$ cat src/rtl/fetch_unit.sv
// fetch_unit: holds the architectural PC, fetches words over a req/ack handshake and
// buffers one instruction for the Controller. Define MISALIGN_TRAP_EN to trap misaligned redirects.
module fetch_unit #(
  parameter logic [31:0] RESET_PC   = 32'h0040_0000,
  parameter logic [31:0] EXC_VECTOR = 32'h8000_0004
) (
  input  logic        clk,
  input  logic        reset,
  output logic        imem_req,
  output logic [31:0] imem_addr,
  input  logic        imem_ack,
  input  logic [31:0] imem_rdata,
  output logic        inst_valid,
  input  logic        inst_ready,
  output logic [31:0] inst,
  output logic [5:0]  OpCode,
  output logic [5:0]  Funct,
  output logic [31:0] inst_pc,
  output logic [31:0] pc_plus4,
  input  logic        redirect_valid,
  input  logic [31:0] redirect_pc,
  output logic        misalign_flag
);

`ifdef MISALIGN_TRAP_EN
  localparam bit TRAP_EN = 1'b1;
`else
  localparam bit TRAP_EN = 1'b0;
`endif

  typedef enum logic [1:0] {FETCH, HOLD, DRAIN} fetchState_t;

  fetchState_t state;
  logic [31:0] pc;
  logic [31:0] drainAddr;
  logic        redirectMisaligned;
  logic [31:0] redirectTarget;

  always_comb begin
    redirectMisaligned = (redirect_pc[1:0] != 2'b00);
    redirectTarget     = (TRAP_EN && redirectMisaligned) ? EXC_VECTOR : redirect_pc;
  end

  // DRAIN keeps presenting the abandoned address so the memory sees a stable request until ack.
  assign imem_req  = (state == FETCH) || (state == DRAIN);
  assign imem_addr = (state == DRAIN) ? drainAddr : pc;

  assign OpCode   = inst[31:26];
  assign Funct    = inst[5:0];
  assign pc_plus4 = inst_pc + 32'd4;

  // NOTE: all state below uses non-blocking assignments so every register samples pre-edge values.
  always_ff @(posedge clk) begin
    if (reset) begin
      state      <= FETCH;
      pc         <= RESET_PC;
      drainAddr  <= '0;
      inst_valid <= 1'b0;
      inst       <= '0;
      inst_pc    <= '0;
    end else if (redirect_valid) begin
      // A redirect outranks ack and inst_ready: flush and retarget whatever the state.
      pc         <= redirectTarget;
      inst_valid <= 1'b0;
      case (state)
        FETCH: begin
          if (imem_ack) begin
            state <= FETCH;
          end else begin
            state     <= DRAIN;
            drainAddr <= pc;
          end
        end
        HOLD:    state <= FETCH;
        DRAIN:   state <= DRAIN;
        default: state <= FETCH;
      endcase
    end else begin
      case (state)
        FETCH: begin
          if (imem_ack) begin
            inst       <= imem_rdata;
            inst_pc    <= pc;
            pc         <= pc + 32'd4;
            inst_valid <= 1'b1;
            state      <= HOLD;
          end
        end
        HOLD: begin
          if (inst_valid && inst_ready) begin
            inst_valid <= 1'b0;
            state      <= FETCH;
          end
        end
        DRAIN: begin
          if (imem_ack) state <= FETCH;
        end
        default: state <= FETCH;
      endcase
    end
  end

`ifdef MISALIGN_TRAP_EN
  always_ff @(posedge clk) begin
    if (reset) begin
      misalign_flag <= 1'b0;
    end else if (redirect_valid && redirectMisaligned) begin
      misalign_flag <= 1'b1;
    end
  end
`else
  assign misalign_flag = 1'b0;
`endif

endmodule

$ cat config.mk
export PLATFORM = sky130hd
export DESIGN_NAME = fetch_unit
export DESIGN_NICKNAME = d
export VERILOG_FILES = /design/src/rtl/fetch_unit.sv
export SDC_FILE = /design/constraint.sdc
export NUM_CORES = 1
export LEC_CHECK = 0
export BUFFER_PORTS_ARGS = -buffer_cell sky130_fd_sc_hd__buf_2
export CAP_MARGIN = 40
export CORE_ASPECT_RATIO = 1.5
export CORE_MARGIN = 5
export CORE_UTILIZATION = 40
export DETAILED_ROUTE_END_ITERATION = 10
export HOLD_SLACK_MARGIN = 0.06
export PLACE_DENSITY = 0.66
export SYNTH_ARGS = -nofsm -noshare
export SYNTH_HDL_FRONTEND = slang
export SYNTH_SLANG_ARGS = --single-unit
$ cat constraint.sdc
create_clock -name clk -period 6.23 [get_ports clk]
set_input_delay 0.9345 -clock clk [delete_from_list [all_inputs] [get_ports clk]]
set_output_delay 0.9345 -clock clk [all_outputs]
set_load 0.02 [all_outputs]
==> qor.csv, run 1 <==
stage;metric;value;unit
clock_tree;cts_num_sinks;131;
yosys;synth_edf_count;0;
cells_and_area;layout.nets;1055;
clock_tree;post_cts_resized;0;
global_route;grt_max_degree;72;
cells_and_area;area_delta_synth_final;25.2;%
global_route;grt.busiest_layer;met2;
yosys;synth_seq_cells;131;
route;ant_nets;0;
global_route;antenna_found_initial;0;
yosys;synth_cell_types;45;
timing;tns;0;ps
global_route;use_met2;34.6;%
yosys;async_reset_ff_share;0;%
floorplanning;die_w;113;microns
floorplanning;core;15600;sq um
floorplanning;io_pins;212;
route;drtIter0Drc;362;
worst_setup_path;arrival;2220;ps
cells_and_area;layout-drive-gt1-share;28.3;%
route;vias;6297;
route;drt-total-wl;19.4;mm
global_route;met3_usage;3.94;%
flow_run;max_cap_violations;0;
yosys;syn_area;6340;sq um
yosys;synth-xor-area-share;4.97;%
yosys;yosys.area_share.simple;26.5;%
placement;dpl_cell_area;7380;sq um
clock_tree;clock_path_buffers;2;
yosys;synth_top_family_by_area;simple AND/OR/NAND/NOR gates;
timing;finalCritPeriodShare;50.6;%
timing;fin_worst_skew;8.53;ps
yosys;yosysTopAreaCell;dfxtp_1;
worst_setup_path;path_max_fanout;11;
floorplanning;rows;56;
placement;place_ws;2950;ps
clock_tree;clk_latency;410;ps
clock_tree;h-tree-depth;4;
yosys;ys_warn_count;0;
timing;slew_headroom;49.6;%
placement;io_buffers;210;
yosys;synth_top_area_share;41.4;%
clock_tree;post_cts_buffers;0;
cells_and_area;fin_area;7940;sq um
floorplanning;die_h;164;microns
yosys;synthFlopType;dfxtp_1;
timing;fin_ws;3080;ps
yosys;synth_compound_area_share;14.7;%
route;drc;0;
timing;hold-worst-slack;450;ps
clock_tree;cts_buffers;17;
route;dr.pass1.iters;5;
yosys;yosysSeqAreaShare;41.4;%
route;wl_per_cell;16.1;microns
power;vdd_ir_drop_max;0.169;mV
clock_tree;cts_tree;done;
yosys;avgSynthCellArea;7.68;sq um
floorplanning;initial_core_util;40.6;%
global_route;grt_first_pass_wirelength;30.5;mm
yosys;synthAdderAreaFrac;0.395;%
clock_tree;clk_root_buffer_cell;clkbuf_16;
worst_setup_path;worstSetupStartpointType;register;
yosys;netlist_instances;825;
status;status;completed;
cells_and_area;num-fill-cells;1602;
timing;hold_viol_final;0;
global_route;track_usage;20.3;%
power;cellPowerDensity;270;nW/um^2
min_path;min_path_type;register to register;
timing;slew_viol_final;0;
timing;period_needed;3150;ps
timing;worst_pin_slew;757;ps
yosys;syn-num-nets;896;
global_route;overflow;0;
timing;rsz0062_at_grt;no;
global_route;grt_pass1_vias;5811;
floorplanning;fp.dieArea;18500;sq um
global_route;grt.met1_usage;25.4;%
placement;hpwlAfterDp;13.8;mm
route;via_per_inst;5.25;
yosys;muxShareOfSynthArea;5.11;%
clock_tree;path_clk_slew;60;ps
timing;finalSetupViolCount;0;
clock_tree;hold_buffers;0;
timing;fmax;317;MHz
power;leakage;3.28;nW
worst_setup_path;worstPathRequired;5300;ps
worst_setup_path;endpoint_kind;output pin;
worst_setup_path;crit_type;register to output pin;
placement;gp_congestion;0.807;
yosys;yosys-top-cells-area;dfxtp_1 (41%), nand2_1 (13%), a21oi_1 (7.6%);
-- per-layer routing --
metal	wire length (microns)	vias up
met2	9910	222
li1	-	3157
met5	0	-
met3	1180	28
met1	7900	2890
met4	376	0
-- final timing paths --
check | start | endpoint | slack, ps | cells past startpoint
setup / recovery | inst_pc[5] | pc_plus4[28] | 3080 | 5
hold / removal | inst[16] | inst[16] | 450 | 2
setup reg to reg | state[1] | pc[26] | 3540 | 4
hold reg to reg | inst[16] | inst[16] | 450 | 2
-- worst max-delay path: stages, from the launching register on --
cell and delay (ps):
dfxtp_1 470, and3_1 250, and4_1 540, nand4_1 180, xnor2_1 170, buf_2 180
-- sequential cells by signal (all words and copies together) (netlist names) --
register,cells
drainAddr,32
inst,32
inst_pc,32
pc,32
state,2
inst_valid,1
-- cells by family (layout without fill, tap and decap cells) --
group,Yosys count,count (layout)
AO/OA/AOI/OAI,158,158
XOR/XNOR,36,36
adder cells (fa/ha/maj),2,2
buffers and inverters,98,269
flip-flops,131,131
multiplexers,29,29
other,1,2
AND/OR/NAND/NOR,370,370
-- synthesized netlist by cell type (all sizes together), types with 7 or more instances --
master / count
a211oi: 11
a21oi: 96
a311oi: 14
and3: 7
and4: 9
buf: 20
clkbuf: 62
dfxtp: 131
inv: 15
mux2: 27
nand2: 223
nand3: 24
nand4: 27
nor2: 32
nor3: 9
nor4: 13
o21ai: 17
o31ai: 7
or4: 9
xnor2: 30
-- cells in the final DEF (no fill, tap or decap), types with 15 or more instances in the layout --
master,synthesis,layout
o21ai_0,17,17
xnor2_1,30,30
nand3_1,24,24
a21oi_1,96,96
dfxtp_1,131,131
mux2_2,27,27
inv_1,15,15
nand2_1,223,222
nor2_1,32,31
clkbuf_16,0,17
buf_2,3,209
nand4_1,27,27
-- power by group --
group | switching (mW) | internal (mW) | leakage [nW]
clock network | 0.366 | 0.576 | 0.268
registers | 0.0516 | 0.877 | 1.07
logic | 0.173 | 0.0989 | 1.94
-- stage by stage --
step           instances  total power [mW]  utilization (%)
2_1_floorplan        825              1.12                -
3_3_place_gp        1165              1.22             47.1
4_1_cts             1199              2.16             50.8
6_report            1200              2.14             50.8
5_1_grt             1199              2.23             50.8
3_5_place_dp        1168              1.22             47.2
-- cell type report --
cell class / count / area (sq um) / share of cell area, %
clock inverter: 9 / 81.3 / 1.02
inverter: 16 / 60.1 / 0.757
multi-input combinational: 596 / 3300 / 41.5
timing repair buffer: 222 / 1150 / 14.5
sequential: 131 / 2620 / 33.0
clock buffer: 22 / 474 / 5.97
antenna: 1 / 2.50 / 0.0315
tap: 203 / 254 / 3.20
Power figures use the tool's default switching activity.
==> inputs of run 2 (changes only) <==
==> constraint.sdc (replaced) <==
create_clock -name clk -period 3.25 [get_ports clk]
set_input_delay 0.4875 -clock clk [delete_from_list [all_inputs] [get_ports clk]]
set_output_delay 0.4875 -clock clk [all_outputs]
set_load 0.02 [all_outputs]
==> qor.csv, run 2 (synthesis results as in run 1) <==
stage;metric;value;unit;change
timing;fin_worst_skew;7.38;ps;-1.15 ps
floorplanning;initial_core_util;40.6;%;unchanged
timing;hold_viol_final;0;;unchanged
route;drt-total-wl;19.8;mm;+2.4%
cells_and_area;layout_common_cells;nand2_1 (222), buf_2 (209), dfxtp_1 (131);;
timing;slew_viol_final;0;;unchanged
timing;finalSetupViolCount;0;;unchanged
floorplanning;fp.dieArea;18500;sq um;unchanged
floorplanning;die_w;113;microns;unchanged
global_route;antenna_found_initial;2;;+2
route;drc;0;;unchanged
timing;hold-worst-slack;304;ps;-146 ps
timing;rsz0062_at_grt;no;;
cells_and_area;final_common_cell;nand2_1;;
timing;period_needed;2700;ps;
worst_setup_path;crit_type;register to output pin;;
route;via_per_inst;5.29;;+0.89%
worst_setup_path;worstSetupStartpointType;register;;
global_route;overflow;0;;unchanged
worst_setup_path;path_max_fanout;11;;unchanged
global_route;track_usage;20.8;%;+0.51 points
cells_and_area;final_core_util;51.5;%;+0.70 points
clock_tree;post_cts_buffers;0;;unchanged
cells_and_area;fin_area;8050;sq um;+1.4%
placement;gp_congestion;0.831;;+3.0%
power;vdd_ir_drop_max;0.448;mV;+160%
placement;place_ws;676;ps;-2270 ps
clock_tree;path_clk_slew;60;ps;about the same
clock_tree;clk_latency;410;ps;about the same
clock_tree;cts_num_sinks;131;;unchanged
status;status;completed;;
floorplanning;rows;56;;unchanged
timing;slew_headroom;57.0;%;+7.4 points
route;ant_nets;0;;unchanged
global_route;grt_max_degree;53;;-26%
global_route;grt_pass1_vias;6078;;+4.6%
timing;fin_ws;554;ps;-2520 ps
route;dr.pass1.iters;5;;unchanged
timing;finalCritPeriodShare;82.9;%;
clock_tree;cts_buffers;17;;unchanged
power;leakage;3.34;nW;+1.8%
cells_and_area;layout-drive-gt1-share;28.7;%;+0.39 points
placement;dpl_cell_area;7410;sq um;+0.34%
worst_setup_path;arrival;2210;ps;about the same
cells_and_area;area_delta_synth_final;27.0;%;
timing;fmax;371;MHz;
clock_tree;cts_tree;done;;
cells_and_area;layout.nets;1059;;+0.38%
floorplanning;core;15600;sq um;unchanged
clock_tree;clk_root_buffer_cell;clkbuf_16;;
floorplanning;die_h;164;microns;unchanged
route;vias;6374;;+1.2%
timing;tns;0;ps;unchanged
clock_tree;post_cts_resized;0;;unchanged
clock_tree;hold_buffers;0;;unchanged
route;drtIter0Drc;376;;+3.9%
clock_tree;h-tree-depth;4;;unchanged
worst_setup_path;endpoint_kind;output pin;;
timing;worst_pin_slew;640;ps;-116 ps
placement;io_buffers;210;;unchanged
placement;hpwlAfterDp;14.0;mm;+1.6%
clock_tree;clock_path_buffers;2;;unchanged
route;wl_per_cell;16.5;microns;+2.0%
floorplanning;io_pins;212;;unchanged
worst_setup_path;worstPathRequired;2760;ps;-2540 ps
min_path;min_path_type;input port to register;;
flow_run;max_cap_violations;0;;unchanged
power;cellPowerDensity;545;nW/um^2;+100%
global_route;grt_first_pass_wirelength;31.3;mm;+2.7%
==> run 2: cell types whose count changed in the layout (fill, tap and decap cells not counted) <==
| cell | change |
|---|---|
| clkbuf_8 | -3 |
| buf_4 | +6 |
| clkinvlp_4 | -1 |
| bufinv_16 | +4 |
| clkinv_4 | +3 |
| clkinv_2 | -2 |
| clkbuf_1 | -1 |
| clkdlybuf4s18_2 | -2 |
==> run 2: metrics by stage <==
step	cells	power (mW)
2_1_floorplan	825	2.14
3_3_place_gp	1172	2.34
3_5_place_dp	1172	2.35
4_1_cts	1203	4.42
5_1_grt	1203	4.56
6_report	1204	4.38
==> run 2: worst paths after layout <==
check / slack, ps / depth (start not counted) / to / startpoint
max reg2reg: 730 / 5 / pc[26] / pc[2]
min: 300 / 3 / inst[25] / imem_rdata[25]
max: 550 / 5 / pc_plus4[30] / inst_pc[5]
min reg2reg: 450 / 2 / inst[11] / inst[11]
==> run 2: critical path, stage by stage, from the launching register on <==
cell and delay (ps):
dfxtp_1 450, and3_1 240, and4_1 530, nand4_1 190, xnor2_1 190, buf_2 190
==> run 2: cell type report <==
| type | count | area, sq um |
|---|---|---|
| inverter | 16 | 60.1 |
| timing repair buffer | 226 | 1170 |
| tap | 203 | 254 |
| fill | 1548 | 7580 |
| multi-input combinational | 596 | 3300 |
| antenna | 1 | 2.50 |
| clock buffer | 18 | 429 |
| clock inverter | 13 | 210 |
| sequential | 131 | 2620 |
==> run 2: routing by layer <==
layer	part of all wire [%]	vias up	global-route usage, %	wire length, microns
met5	0.045	-	0	9
met4	2.2	2	7.76	428
met3	5.6	31	3.69	1110
met2	51	204	35.8	10000
met1	42	2978	26.0	8230
li1	-	3159	-	-
==> run 2: report_power, final <==
part / total (mW) / internal [mW] / switching, mW
registers: 1.78 / 1.68 / 0.0966
logic: 0.531 / 0.193 / 0.337
clock network: 2.07 / 1.36 / 0.716
total: 4.38 / 3.23 / 1.15
